## src/rtl/arm_motor_cmd_dispatcher_pkg.sv

```systemverilog
// Shared constants, FSM encoding and a frame byte accessor for the arm/motor command dispatcher.
package arm_motor_cmd_dispatcher_pkg;

  localparam logic [7:0] HDR0    = 8'h55;
  localparam logic [7:0] HDR1    = 8'hA5;
  localparam logic [7:0] TAIL    = 8'hF0;
  localparam logic [7:0] ARM_CMD = 8'h00;

  typedef enum logic [2:0] {
    ST_IDLE,
    ST_ARM_GO,
    ST_ARM_WAIT,
    ST_MOT_GO,
    ST_MOT_WAIT,
    ST_DONE
  } state_t;

  // Byte n of a frame; b0 sits in the top byte [79:72].
  function automatic logic [7:0] frame_byte(input logic [79:0] f, input logic [31:0] n);
    logic [79:0] s;
    s = f >> (8 * (9 - n));
    return s[7:0];
  endfunction

endpackage

```

## src/rtl/arm_motor_cmd_dispatcher_assembler.sv

```systemverilog
// Host frame assembler: header/tail validation, inter-byte gap timer and 80-bit frame capture.
module cmd_frame_assembler
  import arm_motor_cmd_dispatcher_pkg::*;
#(
  parameter int GAP_TIMEOUT = 500000
) (
  input  logic        clk,
  input  logic        rst,
  input  logic        en,
  input  logic [7:0]  rx_data,
  input  logic        rx_done,
  output logic [79:0] frame,
  output logic        frame_valid,
  output logic        frame_err
);

  localparam logic [31:0] GAP_LAST = 32'(GAP_TIMEOUT - 1);

  logic [3:0]  idx;
  logic [3:0]  idx_n;
  logic [31:0] gap_cnt;
  logic [71:0] shift;
  logic        err_n;

  // frame_valid is combinational with the tail byte so the holding reg loads on that same edge.
  always_comb begin
    idx_n       = idx;
    err_n       = 1'b0;
    frame_valid = 1'b0;
    frame       = {shift, rx_data};
    if (!en) begin
      idx_n = 4'd0;
    end else if (rx_done) begin
      case (idx)
        4'd0: begin
          if (rx_data == HDR0) idx_n = 4'd1;
        end
        4'd1: begin
          if (rx_data == HDR1) begin
            idx_n = 4'd2;
          end else begin
            err_n = 1'b1;
            idx_n = (rx_data == HDR0) ? 4'd1 : 4'd0;
          end
        end
        4'd9: begin
          idx_n = 4'd0;
          if (rx_data == TAIL) frame_valid = 1'b1;
          else                 err_n       = 1'b1;
        end
        default: idx_n = idx + 4'd1;
      endcase
    end else if (idx != 4'd0 && gap_cnt == GAP_LAST) begin
      err_n = 1'b1;
      idx_n = 4'd0;
    end
  end

  always_ff @(posedge clk or posedge rst) begin
    if (rst) begin
      idx       <= 4'd0;
      gap_cnt   <= 32'd0;
      frame_err <= 1'b0;
    end else begin
      idx       <= idx_n;
      frame_err <= err_n;
      if (rx_done || idx == 4'd0 || !en) gap_cnt <= 32'd0;
      else                               gap_cnt <= gap_cnt + 32'd1;
    end
  end

  // The shift reg always holds the most recent bytes; only idx decides when they form a frame.
  always_ff @(posedge clk) begin
    if (en && rx_done) shift <= {shift[63:0], rx_data};
  end

endmodule

```

## src/rtl/arm_motor_cmd_dispatcher.sv

```systemverilog
// Routes validated host frames to the arm UART TX or as I2C register writes to the motor engine.
module arm_motor_cmd_dispatcher
  import arm_motor_cmd_dispatcher_pkg::*;
#(
  parameter int GAP_TIMEOUT  = 500000,
  parameter int DONE_TIMEOUT = 2000000
) (
  input  logic        Clk,
  input  logic        Rst,
  input  logic        EN,
  input  logic [7:0]  rx_data,
  input  logic        rx_done,
  output logic [79:0] arm_data,
  output logic        arm_send_en,
  input  logic        arm_tx_done,
  output logic        i2c_wr_req,
  output logic [7:0]  i2c_reg_addr,
  output logic [7:0]  i2c_wr_data,
  input  logic        i2c_rw_done,
  output logic        busy,
  output logic        frame_err,
  output logic        overrun,
  output logic        timeout_err
);

  localparam logic [31:0] WAIT_LAST = 32'(DONE_TIMEOUT - 1);

  logic [79:0] asm_frame;
  logic        asm_valid;
  logic [79:0] hold_frame;
  logic        hold_full;
  logic [79:0] act_frame;
  state_t      state, state_n;
  logic [1:0]  k, k_n;
  logic [31:0] wait_cnt;
  logic [31:0] pair_idx;
  logic [7:0]  pair_addr, pair_data;
  logic        take, wait_expired;
  logic [79:0] arm_data_n;
  logic        arm_send_n, i2c_req_n, to_n;
  logic [7:0]  addr_n, data_n;

  cmd_frame_assembler #(
    .GAP_TIMEOUT(GAP_TIMEOUT)
  ) u_asm (
    .clk        (Clk),
    .rst        (Rst),
    .en         (EN),
    .rx_data    (rx_data),
    .rx_done    (rx_done),
    .frame      (asm_frame),
    .frame_valid(asm_valid),
    .frame_err  (frame_err)
  );

  // Holding reg frees up when the FSM takes the frame, so one frame can queue behind the active one.
  always_ff @(posedge Clk or posedge Rst) begin
    if (Rst) begin
      hold_full <= 1'b0;
      overrun   <= 1'b0;
    end else begin
      overrun <= 1'b0;
      if (asm_valid && (!hold_full || take)) hold_full <= 1'b1;
      else if (asm_valid)                    overrun   <= 1'b1;
      else if (take)                         hold_full <= 1'b0;
    end
  end

  always_ff @(posedge Clk) begin
    if (asm_valid && (!hold_full || take)) hold_frame <= asm_frame;
    if (take)                              act_frame  <= hold_frame;
  end

  assign busy         = (state != ST_IDLE) || hold_full;
  assign pair_idx     = 32'd2 + {29'd0, k, 1'b0};
  assign pair_addr    = frame_byte(act_frame, pair_idx);
  assign pair_data    = frame_byte(act_frame, pair_idx + 32'd1);
  assign wait_expired = (wait_cnt == WAIT_LAST);

  always_comb begin
    state_n    = state;
    k_n        = k;
    take       = 1'b0;
    arm_send_n = 1'b0;
    i2c_req_n  = 1'b0;
    to_n       = 1'b0;
    arm_data_n = arm_data;
    addr_n     = i2c_reg_addr;
    data_n     = i2c_wr_data;
    case (state)
      ST_IDLE: begin
        if (hold_full && EN) begin
          take    = 1'b1;
          k_n     = 2'd0;
          state_n = (frame_byte(hold_frame, 32'd2) == ARM_CMD) ? ST_ARM_GO : ST_MOT_GO;
        end
      end
      ST_ARM_GO: begin
        arm_send_n = 1'b1;
        arm_data_n = act_frame;
        state_n    = ST_ARM_WAIT;
      end
      ST_ARM_WAIT: begin
        if (arm_tx_done) begin
          state_n = ST_DONE;
        end else if (wait_expired) begin
          to_n    = 1'b1;
          state_n = ST_DONE;
        end
      end
      ST_MOT_GO: begin
        if (pair_addr == 8'h00) begin
          if (k == 2'd2) state_n = ST_DONE;
          else           k_n     = k + 2'd1;
        end else begin
          i2c_req_n = 1'b1;
          addr_n    = pair_addr;
          data_n    = pair_data;
          state_n   = ST_MOT_WAIT;
        end
      end
      ST_MOT_WAIT: begin
        if (i2c_rw_done) begin
          if (k == 2'd2) begin
            state_n = ST_DONE;
          end else begin
            k_n     = k + 2'd1;
            state_n = ST_MOT_GO;
          end
        end else if (wait_expired) begin
          to_n    = 1'b1;
          state_n = ST_DONE;
        end
      end
      ST_DONE: state_n = ST_IDLE;
      default: state_n = ST_IDLE;
    endcase
  end

  always_ff @(posedge Clk or posedge Rst) begin
    if (Rst) begin
      state        <= ST_IDLE;
      k            <= 2'd0;
      wait_cnt     <= 32'd0;
      arm_data     <= 80'd0;
      arm_send_en  <= 1'b0;
      i2c_wr_req   <= 1'b0;
      i2c_reg_addr <= 8'd0;
      i2c_wr_data  <= 8'd0;
      timeout_err  <= 1'b0;
    end else begin
      state        <= state_n;
      k            <= k_n;
      arm_data     <= arm_data_n;
      arm_send_en  <= arm_send_n;
      i2c_wr_req   <= i2c_req_n;
      i2c_reg_addr <= addr_n;
      i2c_wr_data  <= data_n;
      timeout_err  <= to_n;
      // Counter is zero on the first WAIT cycle because the preceding GO state holds it clear.
      if (state == ST_ARM_WAIT || state == ST_MOT_WAIT) wait_cnt <= wait_cnt + 32'd1;
      else                                               wait_cnt <= 32'd0;
    end
  end

endmodule

```

## config.mk

```make
export PLATFORM = sky130hd
export DESIGN_NAME = arm_motor_cmd_dispatcher
export DESIGN_NICKNAME = d
export VERILOG_FILES = /design/src/rtl/arm_motor_cmd_dispatcher_pkg.sv /design/src/rtl/arm_motor_cmd_dispatcher_assembler.sv /design/src/rtl/arm_motor_cmd_dispatcher.sv
export SDC_FILE = /design/constraint.sdc
export NUM_CORES = 1
export LEC_CHECK = 0
export ABC_AREA = 1
export CORE_MARGIN = 2
export CORE_UTILIZATION = 41
export DETAILED_ROUTE_END_ITERATION = 8
export GPL_ROUTABILITY_DRIVEN = 0
export PLACE_DENSITY = 0.71
export SETUP_SLACK_MARGIN = 0.3
export SLEW_MARGIN = 5
export SYNTH_ARGS = -nofsm -noshare
export SYNTH_HDL_FRONTEND = slang
export SYNTH_SLANG_ARGS = --single-unit
```

## constraint.sdc

```tcl
create_clock -name Clk -period 13.65 [get_ports Clk]
set_clock_uncertainty 0.1 [all_clocks]
set_input_delay 2.73 -clock Clk [delete_from_list [all_inputs] [get_ports Clk]]
set_output_delay 2.73 -clock Clk [all_outputs]
set_load 0.1 [all_outputs]
```

==> summary.txt <==
Pwr
  • Sw frac: between 40 and 50%
  • LEAKAGE: between 7 and 8 nW
  • Pwr Total: 4.49 mW
  • Internal power: between 2 and 2.5 mW
  • Sw Pwr: between 1.5 and 2 mW
  • Cell Pwr Density: ~240 nW/um^2
  • Clock share of power: around 26%
  • Peak VDD IR: ~0.00023 V
  • Sequential Power Share: a little over a third
  • Comb pwr share: slightly below 40%

GRT
  • Initial antenna violation count: 0
  • Overall global routing resource usage: 16.9%
  • Largest net degree at the start of global routing: between 80 and 90
  • GR Layer Usage met2: between 20% and 30%
  • GRT met3 Usage: under 10%
  • Global route hottest layer: met2
  • Vias in the first global route: a little over 10000
  • Global-route wire length before repair: 54600 um
  • Total grt overflow: 0
  • Grt met1 use: approximately a quarter

Place
  • DP Wirelength: approximately 23000 um
  • Placement Cell Area: about 18000 um^2
  • I/O Buffers: 115

Worst setup path
  • Slowest stage cell, crit path: clkdlybuf4s50_1
  • Launch point of the worst reg-to-reg path: k[0]$_DFFE_PP0P_
  • Cell Chain, Critical Path: nor2_1 -> nand2_1 -> inv_1 -> nand2_1 -> clkdlybuf4s50_1
  • Cell mode on critical path: nand2_1
  • Reg-to-reg endpoint: k[1]$_DFFE_PP0P_
  • Reg2reg path depth: 14
  • Reg-to-reg slack, setup: 10.51 ns
  • CP required: between 10 and 15 ns
  • CP Class: register to output pin
  • CP max stage delay: between 1 and 1.5 ns
  • Worst setup SP type: register
  • CP arrival: 2.53 ns
  • CP endpoint kind: output pin
  • CP Max Fanout: 4

STA
  • Setup TNS Final: 0 ns
  • Slew Limit Fails: 0
  • Tmin final: about 5.4 ns
  • Worst-margin pin slew: roughly 1.1 ns
  • RSZ-0062 raised after global routing: false
  • Setup-failing EPs final: 0
  • Final Cycle Share: around 39%
  • Max-slew headroom: 24.4%
  • Fmax achieved: 187 MHz
  • Final Hold Viols: 0

Yosys
  • Largest area contributor in the netlist: edfxtp_1
  • Most frequent cell after synthesis: nand2_1
  • Synthesis Warnings: 0
  • Synthesis-stage register bit count: just over 400
  • Synth unique cells: 39
  • Mean Syn Cell Area: about 11 um^2
  • Number of cells produced by synthesis: between 1000 and 1500
  • Mapped Area: between 15000 and 20000 um^2
  • Post-synth EDFFs: roughly 230
  • Synth Flop Type: edfxtp_1
  • Register area share after synthesis: between 70% and 80%
  • Synth top area share: between 40% and 50%
  • Asr flop ratio synth: between 40% and 50%
  • Commonest cells post-synth: nand2_1, edfxtp_1, dfrtp_1, nor2_1, inv_1
  • Top cells by area, synth: edfxtp_1, dfrtp_1, nand2_1
  • Synthesized Nets: roughly 1400

Die
  • Initial Utilization: around two fifths
  • Die height: ~200 um
  • Core Area: between 30000 and 40000 um^2
  • I/O Pins: 116
  • Width of the chip: 201 um
  • Rows: 72
  • Die area: 40400 um^2

Route
  • Drt first pass iters: 5
  • Via count: about 10000
  • Routed vias/inst: ~4.9
  • Routed wire length per instance: 16.3 um
  • Initial DRC count: between 800 and 900
  • Post-route ant nets: 0
  • Routed WL: ~34000 um
  • Drc violations: 0

Clock tree
  • Post-CTS sizing: 0
  • Depth of the CTS H-tree: 2
  • Clock sinks: between 400 and 500
  • TritonCTS clock tree: done
  • Hold-fix buffers, CTS: 0
  • Setup bufs post-CTS: 0
  • Clk slew on worst S/H paths: approximately 0.06 ns
  • Clk buf depth: 3
  • Num CTS Buffers: between 40 and 50
  • Clk_lat worst skew: 0.55 ns
  • Root Driver: clkbuf_16

Outcome
  • Status: finished clean

Final layout
  • Inserted Diodes: 0
  • Share of layout cells above drive strength 1: under 10%
  • Post-Layout Inst Area: 19000 um^2
  • Fillers: between 3000 and 4000
  • Area added between synthesis and finish: 19.5%
  • Final layout net count: around 1600

Min path
  • Worst Hold End: act_frame[28]$_DFFE_PP_
  • Worst Hold Launch: hold_frame[28]$_DFFE_PP_
  • Path type of the worst min-delay path: register to register
  • WHS Path Cells: 0

Job
  • Number of max-cap violations: 0
-- cell type report --
| class | instances | area, um^2 | share of cell area [%] |
|---|---|---|---|
| timing repair buffer | 123 | 1210 | 6.37 |
| inverter | 127 | 487 | 2.56 |
| clock inverter | 24 | 267 | 1.40 |
| tap | 518 | 648 | 3.41 |
| multi-input combinational | 836 | 3900 | 20.5 |
| clock buffer | 54 | 1160 | 6.08 |
| sequential | 407 | 11300 | 59.7 |
-- worst max path at each step --
| stage | start | to | slack [ns] |
|---|---|---|---|
| CTS | state[1]$_DFFE_PP0P_ | busy | 8.23 |
| detailed placement | rx_data[1] | hold_frame[1]$_DFFE_PP_ | 7.82 |
| finish | state[1]$_DFFE_PP0P_ | busy | 8.29 |
| global route | state[1]$_DFFE_PP0P_ | busy | 8.16 |
| floorplan | EN | act_frame[0]$_DFFE_PP_ | 4.72 |
| global placement | rx_data[1] | hold_frame[1]$_DFFE_PP_ | 7.88 |
-- placed cells by master, fill, tap and decap left out, types with 27 or more instances in the layout --
cell | Yosys | final
nand3_1 | 36 | 36
clkbuf_16 | 0 | 42
nand2_1 | 421 | 421
nor2_1 | 123 | 122
clkdlybuf4s50_1 | 0 | 115
dfrtp_1 | 175 | 175
inv_1 | 114 | 113
o21ai_0 | 41 | 41
nor3_1 | 46 | 45
a21oi_1 | 27 | 27
edfxtp_1 | 232 | 232
-- power groups by stage --
stage	Combinational, mW	Clock (mW)	Sequential [mW]
after floorplan	0.407	0	2.53
after global placement	1.76	0	1.58
after detailed placement	1.78	0	1.58
after CTS	1.79	1.18	1.56
after global routing	1.86	1.23	1.58
final	1.77	1.16	1.56
-- routing by layer --
metal  wire length, um  share of wire [%]  vias to the layer above
met4               976                2.9                        0
met1             15400                 45                     4942
met5                 0                  0                        -
li1                  -                  -                     4942
met2             15700                 46                      341
met3              1960                5.8                       64
-- worst max-delay path, delay by kind of cell (launching register included) --
kind | cells | cell delay (ns)
buf+inv | 2 | 1.23
flops | 1 | 0.40
simple gates | 3 | 0.36
-- flip-flops by register name (all words and copies together), names as in the netlist, 2 cells and up --
signal         flops
act_frame         80
arm_data          80
hold_frame        80
i2c_reg_addr       8
i2c_wr_data        8
k                  2
state              3
u_asm.gap_cnt     32
u_asm.idx          4
u_asm.shift       72
wait_cnt          32
-- metrics by stage --
stage	hold WS (ns)	utilization [%]	instances	worst slack, ns
after global routing	0.316	49.4	2089	8.16
after detailed placement	0.305	45.7	2011	7.82
after global placement	0.300	45.7	2011	7.88
after floorplan	0.300	-	1403	4.72
final	0.312	49.4	2089	8.29
after CTS	0.308	49.4	2089	8.23
-- logic make-up (layout without fill, tap and decap cells) --
logic type / Yosys count / in the layout / share of synthesized area [%]
and+or+nand+nor: 684 / 684 / 18.1
DFF: 407 / 407 / 71.3
buffers and inverters: 160 / 328 / 4.28
AOI/OAI and AO/OA: 125 / 125 / 4.69
xor gates and xnor gates: 21 / 21 / 1.16
adders and majority gates: 6 / 6 / 0.472
Power figures use the tool's default switching activity.
